`src/rtl/pong_pkg.sv`:
```
// Shared screen geometry, colour constants and FSM encoding for the pong
// graphics block.
package pong_pkg;

    localparam logic [9:0] HPIX     = 10'd640;
    localparam logic [9:0] VPIX     = 10'd480;
    localparam logic [9:0] TICK_Y   = 10'd481;

    localparam logic [9:0] WALL_L   = 10'd32;
    localparam logic [9:0] WALL_R   = 10'd39;
    localparam logic [9:0] PAD_L    = 10'd600;
    localparam logic [9:0] PAD_R    = 10'd603;

    localparam logic [9:0] TOP_LIM  = 10'd2;
    localparam logic [9:0] BOT_LIM  = 10'd477;
    localparam logic [9:0] WALL_LIM = 10'd40;
    localparam logic [9:0] MISS_LIM = 10'd631;

    localparam logic [9:0] SERVE_X  = 10'd316;
    localparam logic [9:0] SERVE_Y  = 10'd236;
    localparam logic [9:0] PAD_Y0   = 10'd204;

    localparam logic [11:0] COL_OFF  = 12'h000;
    localparam logic [11:0] COL_WALL = 12'h00F;
    localparam logic [11:0] COL_PAD  = 12'h0F0;
    localparam logic [11:0] COL_BALL = 12'hF00;
    localparam logic [11:0] COL_BG   = 12'h111;

    typedef enum logic [1:0] {StServe, StPlay, StMiss, StOver} state_e;

    function automatic logic in_range(input logic [9:0] v, input logic [9:0] lo,
                                      input logic [9:0] hi);
        return (v >= lo) && (v <= hi);
    endfunction

endpackage

```
`src/rtl/pong_ball.sv`:
```
// Ball position, per-axis direction bits and collision detection. Outside PLAY
// the ball is parked at the serve position on every frame tick.
module pong_ball
    import pong_pkg::*;
#(
    parameter int unsigned BALL_SIZE = 8,
    parameter int unsigned PAD_H     = 72,
    parameter int unsigned BALL_V    = 2
) (
    input  logic       clk,
    input  logic       reset,
    input  logic       frame_tick_i,
    input  logic       play_i,
    input  logic [9:0] pad_y_i,
    output logic [9:0] ball_x_o,
    output logic [9:0] ball_y_o,
    output logic       hit_o,
    output logic       miss_o
);

    localparam logic [9:0] BallV  = 10'(BALL_V);
    localparam logic [9:0] BallS1 = 10'(BALL_SIZE - 1);
    localparam logic [9:0] PadH1  = 10'(PAD_H - 1);

    logic [9:0] ball_x_q, ball_y_q, nx, ny;
    logic       vx_q, vx_d, vy_q, vy_d;
    logic       pad_hit;

    // Direction bit 1 means moving towards larger coordinates.
    always_comb begin
        nx      = vx_q ? ball_x_q + BallV : ball_x_q - BallV;
        ny      = vy_q ? ball_y_q + BallV : ball_y_q - BallV;
        pad_hit = vx_q && in_range(nx + BallS1, PAD_L, PAD_R)
                  && (ny <= pad_y_i + PadH1) && (ny + BallS1 >= pad_y_i);
        vx_d = vx_q;
        vy_d = vy_q;
        if (ny <= TOP_LIM) begin
            vy_d = 1'b1;
        end else if (ny + BallS1 >= BOT_LIM) begin
            vy_d = 1'b0;
        end
        if (nx <= WALL_LIM) begin
            vx_d = 1'b1;
        end
        if (pad_hit) begin
            vx_d = 1'b0;
        end
    end

    always_ff @(posedge clk or negedge reset) begin
        if (!reset) begin
            ball_x_q <= SERVE_X;
            ball_y_q <= SERVE_Y;
            vx_q     <= 1'b0;
            vy_q     <= 1'b1;
        end else if (frame_tick_i) begin
            if (play_i) begin
                ball_x_q <= nx;
                ball_y_q <= ny;
                vx_q     <= vx_d;
                vy_q     <= vy_d;
            end else begin
                ball_x_q <= SERVE_X;
                ball_y_q <= SERVE_Y;
                vx_q     <= 1'b0;
                vy_q     <= 1'b1;
            end
        end
    end

    assign ball_x_o = ball_x_q;
    assign ball_y_o = ball_y_q;
    assign hit_o    = frame_tick_i && play_i && pad_hit;
    assign miss_o   = frame_tick_i && play_i && (nx > MISS_LIM);

endmodule

```
`src/rtl/pong_graphics.sv`:
```
// Pong game top: frame tick, paddle, game FSM with hit/miss counters and the
// registered pixel colour mux.
module pong_graphics
    import pong_pkg::*;
#(
    parameter int unsigned BALL_SIZE = 8,
    parameter int unsigned PAD_H     = 72,
    parameter int unsigned PAD_V     = 3,
    parameter int unsigned BALL_V    = 2,
    parameter int unsigned MISS_WAIT = 60
) (
    input  logic        clk,
    input  logic        reset,
    input  logic        p_tick,
    input  logic        video_on,
    input  logic [9:0]  x,
    input  logic [9:0]  y,
    input  logic        btn_up,
    input  logic        btn_down,
    output logic [11:0] rgb,
    output logic [7:0]  hits,
    output logic [1:0]  misses,
    output logic        game_over
);

    localparam logic [9:0] PadV     = 10'(PAD_V);
    localparam logic [9:0] PadMax   = 10'(VPIX - 10'(PAD_H));
    localparam logic [9:0] PadH1    = 10'(PAD_H - 1);
    localparam logic [9:0] BallS1   = 10'(BALL_SIZE - 1);
    localparam logic [7:0] MissLast = 8'(MISS_WAIT - 1);

    state_e      state_q, state_d;
    logic        cond_q, cond_prev_q, frame_tick;
    logic [9:0]  pad_y_q, pad_y_d;
    logic [7:0]  hits_q, hits_d, cnt_q, cnt_d;
    logic [1:0]  misses_q, misses_d;
    logic [11:0] rgb_q, rgb_d;
    logic [9:0]  ball_x, ball_y;
    logic        ball_hit, ball_miss, play, ball_vis;

    assign frame_tick = cond_q && !cond_prev_q;
    assign play       = (state_q == StPlay);
    assign ball_vis   = (state_q == StServe) || (state_q == StPlay);

    pong_ball #(
        .BALL_SIZE (BALL_SIZE),
        .PAD_H     (PAD_H),
        .BALL_V    (BALL_V)
    ) u_ball (
        .clk          (clk),
        .reset        (reset),
        .frame_tick_i (frame_tick),
        .play_i       (play),
        .pad_y_i      (pad_y_q),
        .ball_x_o     (ball_x),
        .ball_y_o     (ball_y),
        .hit_o        (ball_hit),
        .miss_o       (ball_miss)
    );

    always_comb begin
        pad_y_d = pad_y_q;
        if (frame_tick && state_q != StOver) begin
            if (btn_up && !btn_down) begin
                pad_y_d = (pad_y_q < PadV) ? 10'd0 : pad_y_q - PadV;
            end else if (btn_down && !btn_up) begin
                pad_y_d = (pad_y_q > PadMax - PadV) ? PadMax : pad_y_q + PadV;
            end
        end
    end

    always_comb begin
        state_d  = state_q;
        hits_d   = hits_q;
        misses_d = misses_q;
        cnt_d    = cnt_q;
        if (frame_tick) begin
            case (state_q)
                StServe: if (btn_up || btn_down) state_d = StPlay;
                StPlay: begin
                    if (ball_hit) hits_d = hits_q + 8'd1;
                    if (ball_miss) begin
                        misses_d = (misses_q == 2'd3) ? 2'd3 : misses_q + 2'd1;
                        cnt_d    = 8'd0;
                        state_d  = (misses_q >= 2'd2) ? StOver : StMiss;
                    end
                end
                StMiss: begin
                    if (cnt_q == MissLast) begin
                        cnt_d   = 8'd0;
                        state_d = StServe;
                    end else begin
                        cnt_d = cnt_q + 8'd1;
                    end
                end
                StOver: begin
                    if (btn_up && btn_down) begin
                        hits_d   = 8'd0;
                        misses_d = 2'd0;
                        state_d  = StServe;
                    end
                end
                default: state_d = StServe;
            endcase
        end
    end

    // Priority: blanking, wall, paddle, ball, background.
    always_comb begin
        rgb_d = rgb_q;
        if (p_tick) begin
            if (!video_on) begin
                rgb_d = COL_OFF;
            end else if (in_range(x, WALL_L, WALL_R)) begin
                rgb_d = COL_WALL;
            end else if (in_range(x, PAD_L, PAD_R) && in_range(y, pad_y_q, pad_y_q + PadH1)) begin
                rgb_d = COL_PAD;
            end else if (ball_vis && in_range(x, ball_x, ball_x + BallS1)
                         && in_range(y, ball_y, ball_y + BallS1)) begin
                rgb_d = COL_BALL;
            end else begin
                rgb_d = COL_BG;
            end
        end
    end

    always_ff @(posedge clk or negedge reset) begin
        if (!reset) begin
            state_q     <= StServe;
            cond_q      <= 1'b0;
            cond_prev_q <= 1'b0;
            pad_y_q     <= PAD_Y0;
            hits_q      <= 8'd0;
            misses_q    <= 2'd0;
            cnt_q       <= 8'd0;
            rgb_q       <= 12'h000;
        end else begin
            state_q     <= state_d;
            cond_q      <= (x == 10'd0) && (y == TICK_Y);
            cond_prev_q <= cond_q;
            pad_y_q     <= pad_y_d;
            hits_q      <= hits_d;
            misses_q    <= misses_d;
            cnt_q       <= cnt_d;
            rgb_q       <= rgb_d;
        end
    end

    assign rgb       = rgb_q;
    assign hits      = hits_q;
    assign misses    = misses_q;
    assign game_over = (state_q == StOver);

endmodule

```
`config.mk`:
```
export PLATFORM = sky130hd
export DESIGN_NAME = pong_graphics
export DESIGN_NICKNAME = d
export VERILOG_FILES = /design/src/rtl/pong_pkg.sv /design/src/rtl/pong_ball.sv /design/src/rtl/pong_graphics.sv
export SDC_FILE = /design/constraint.sdc
export NUM_CORES = 1
export LEC_CHECK = 0
export ABC_AREA = 1
export BUFFER_PORTS_ARGS = -buffer_cell sky130_fd_sc_hd__buf_2
export CAP_MARGIN = 20
export CORE_MARGIN = 4
export CORE_UTILIZATION = 55
export CTS_CLUSTER_DIAMETER = 120
export DETAILED_ROUTE_END_ITERATION = 16
export GPL_ROUTABILITY_DRIVEN = 0
export PLACE_DENSITY_LB_ADDON = 0.3
export REMOVE_ABC_BUFFERS = 1
export SLEW_MARGIN = 10
export SYNTH_ARGS = -nofsm -noshare
export SYNTH_HDL_FRONTEND = slang
export SYNTH_SLANG_ARGS = --single-unit
```
`constraint.sdc`:
```
create_clock -name clk -period 4.04 [get_ports clk]
set_input_delay 0 -clock clk [delete_from_list [all_inputs] [get_ports clk]]
set_output_delay 0 -clock clk [all_outputs]
set_load 0.01 [all_outputs]
```
==> qor.txt <==
TritonCTS Buffers -> 9
Clock network power share -> 52.4%
Fin crit share -> 89.3%
N_diodes -> 0
CP Capture Type -> flop
Register-to-Register Path Depth -> 24
Initial DRC count -> 317
P_leak -> 3.80 nW
Chip Width -> 117 µm
Min Hold Slack -> 0.0309 ns
Worst path cell trace -> inv_1, ha_1, nand2_1, inv_1, nand2_1, nand2_1, nand2_1, nand2_2, nor2_2, nand3_1, nor2_1, nand2_1, nand2_1, inv_1, ha_1, nand4_1, nor4_1, nor2_1, nor2_1, nand3_2, nand2_4, nand2_4, nand2_1, nand2_1
P&R area growth vs syn -> 11.3%
Initial Util -> 56.5%
Routed wl met2 -> 7420 µm
Worst-path cell with the longest stage delay -> dfstp_2
Net Sw Power -> 0.371 mW
Worst r2r src -> u_ball.vy_q
# Max-Cap Violations -> 0
Number of enable flip-flop cells after synthesis -> 0
CTS tree -> yes
Setup crit start kind -> flop
# rows -> 39
Clk buf depth -> 2
Post-route ant nets -> 0
Vias in the first global route -> 5885
Logic gate share of total power -> 8.3%
Count of different cell masters after synthesis -> 48
Synthesized area -> 0.00648 mm²
Reg-to-reg slack, setup -> 0.43 ns
Hold Crit Endpoint -> rgb[8]
Post-synth ARST share -> 100%
Post-Syn Instances -> 923
Reg-to-Reg End -> hits[2]
Crit Path Category -> flop to flop
Peak VDD IR -> 0.181 mV
Mean Syn Cell Area -> 7.02 µm²
WP data required -> 4.27 ns
Top cell by count, worst path -> nand2_1
Core region area -> 0.0115 mm²
Placed insts -> 1105
Worst-path fanout max -> 10
Drc violations -> 0
Largest net degree at the start of global routing -> 59
Status -> completed
Initial antenna violation count -> 0
Skew final -> 0.00521 ns
FF+latch count, synth -> 58
Met3 WL post-DR -> 911 µm
Worst skew pair latency -> 0.34 ns
Total global-route track usage -> 25.1%
RSZ-0062 raised after global routing -> false
Routed wire length -> 16300 µm
Sw Ratio -> 24.8%
Pwr/cell area -> 207 mW/mm²
Ratio of cells with drive above 1 in the final layout -> 12.4%
Final worst slack -> 0.431 ns
CTS H-tree lvls -> 3
Final-stage net count -> 1108
DP Wirelength -> 12900 µm
Post-synthesis sequential area ratio -> 22.7%
Hold Path Depth -> 4
Ranking of synthesized cells by area -> ha_1 (20%), dfrtp_1 (17%), nand2_1 (13%)
Synthesis Warnings -> 0
Final Hold Vio Count -> 0
Routed via count -> 6228
Clk slew on worst S/H paths -> 0.06 ns
Total global routing overflow -> 0
First drt pass iteration count -> 4
Fmax -> 277 MHz
TNS Setup -> 0 ns
Internal -> 1.12 mW
PortBufs -> 48
I/O pin count -> 49
Pre-CTS WS -> 0.471 ns
Worst slew pin tran -> 0.870 ns
Vias/cell -> 5.53
CP Data Arrival Time -> 3.84 ns
Clock sinks -> 58
Clock Root Buffer -> clkbuf_16
Most used DFF post-synth -> dfrtp_1
First-pass GRT wire length -> 27200 µm
Final setup viols -> 0
Min-delay worst type -> primary input to flop
Wire length per cell -> 14.5 µm
Final Non-Filler Cells -> 1126
Chip height -> 117 µm
Fin crit period -> 3.61 ns
DRT met1 WL -> 7560 µm
HP Start -> p_tick
Die area -> 0.0136 mm²
Slew headroom -> 41.8%
Post CTS Setup Buffer Count -> 0
Critical Path Max Stage Delay -> 0.58 ns
Uppermost layer routed -> met4
Top cell type's share of synthesized area -> 19.7%
Synth area leader -> ha_1
Slew Viols, Final -> 0
Sequential fraction of design power -> 39.3%
==> power by group through the flow <==
stage	clock, mW	sequential (mW)	combinational (mW)
4_1_cts	0.791	0.587	0.124
6_report	0.783	0.587	0.124
5_1_grt	0.816	0.587	0.144
2_1_floorplan	0	0.597	0.0606
3_5_place_dp	0	0.597	0.122
3_3_place_gp	0	0.597	0.119
==> state kept, by name, summed over array words and instances (netlist names) <==
register / count
misses: 2
hits: 8
u_ball.ball_y_o: 9
u_ball.vy_q: 1
cond_prev_q: 1
cond_q: 1
pad_y_q: 10
u_ball.vx_q: 1
cnt_q: 8
rgb: 6
state_q: 2
u_ball.ball_x_o: 9
==> synth_stat cells (all sizes together), types with 2 or more instances <==
cell type,count
a21oi,56
a22oi,12
and3,4
buf,7
clkbuf,6
clkinv,4
dfrtp,43
dfstp,15
fa,2
ha,102
inv,122
nand2,239
nand3,72
nand3b,4
nand4,19
nor2,81
nor3,20
nor3b,2
nor4,11
o2111ai,5
o211ai,6
o21a,3
o21ai,34
o21bai,3
o22ai,6
or2,2
xnor2,4
xor2,32
==> metrics by stage <==
step | utilization [%] | power [mW] | cell area (µm²)
2_1_floorplan | - | 0.658 | 6400
3_3_place_gp | 59.7 | 0.716 | 6850
3_5_place_dp | 59.7 | 0.719 | 6850
4_1_cts | 62.8 | 1.50 | 7210
5_1_grt | 62.9 | 1.55 | 7210
6_report | 62.9 | 1.49 | 7210
==> what timing repair did <==
action | 4_1_cts | 5_1_grt
endpoints found under the setup margin | 0 | 5
resized for setup | 0 | 1
hold buffers | 5 | 0
endpoints found under the hold margin | 44 | 0
==> routing by layer <==
layer  track usage, %  up-vias
met3             4.66       39
met2             40.5      165
met4             10.8        0
li1                 -     3199
met1             33.1     2825
met5                0        -
==> worst max-delay path: cells and delay by family, from the launching register on <==
| kind | cells | cell delay [ns] |
|---|---|---|
| AND/OR/NAND/NOR | 19 | 1.98 |
| adder cells (fa/ha/maj) | 2 | 0.69 |
| buffers and inverters | 3 | 0.24 |
| flip-flops | 1 | 0.58 |
==> kinds of logic (layout without fill, tap and decap cells) <==
logic type                 Yosys count  after routing  synth area share [%]
AOI/OAI and AO/OA                  131            131                  12.1
and+or+nand+nor                    455            455                  31.5
adders and majority gates          104            104                  20.3
DFF                                 58             58                  22.7
buffers and inverters              139            199                  8.48
xor gates and xnor gates            36             36                  4.87
==> final cells by class <==
cell class	instances	area [µm²]
tap	143	179
sequential	58	1470
clock buffer	10	239
clock inverter	6	66.3
multi-input combinational	726	4460
fill	1069	4260
inverter	126	475
timing repair buffer	57	320
==> placed cells by master (no fill, tap or decap), types with 2 or more instances in the layout <==
cell / instances
nand3_2: 2
xnor2_1: 4
nor2_2: 4
nor4_2: 2
nor3b_1: 2
inv_1: 114
nor3_1: 20
o211ai_1: 6
dfstp_2: 15
nand3b_1: 4
a21oi_1: 53
nor2_1: 74
clkbuf_16: 9
nand2_2: 10
inv_2: 7
a22oi_1: 12
nand2_1: 226
o21bai_1: 2
nand4_1: 19
o22ai_1: 6
ha_1: 102
o2111ai_1: 5
dfrtp_1: 43
fa_1: 2
nor4_1: 9
buf_2: 48
and3_1: 4
clkinv_1: 4
nor2_4: 3
o21a_1: 3
o21ai_0: 27
nand3_1: 70
xor2_1: 32
dlygate4sd3_1: 5
a21oi_2: 3
o21ai_1: 7
clkinvlp_4: 3
or2_2: 2
nand2_4: 3
buf_4: 4
==> worst max-delay path by stage <==
stage | from | to | slack [ns] | cells past startpoint
final | u_ball.vy_q | hits[2] | 0.43 | 24
after global routing | u_ball.ball_y_o[1] | hits[2] | 0.01 | 22
after CTS | u_ball.vy_q | hits[7] | 0.44 | 22
after detailed placement | u_ball.vy_q | hits[2] | 0.47 | 22
after global placement | u_ball.vy_q | hits[6] | 0.58 | 22
after floorplan | u_ball.vy_q | hits[0] | 0.88 | 22
(Power assumes the default switching activity.)
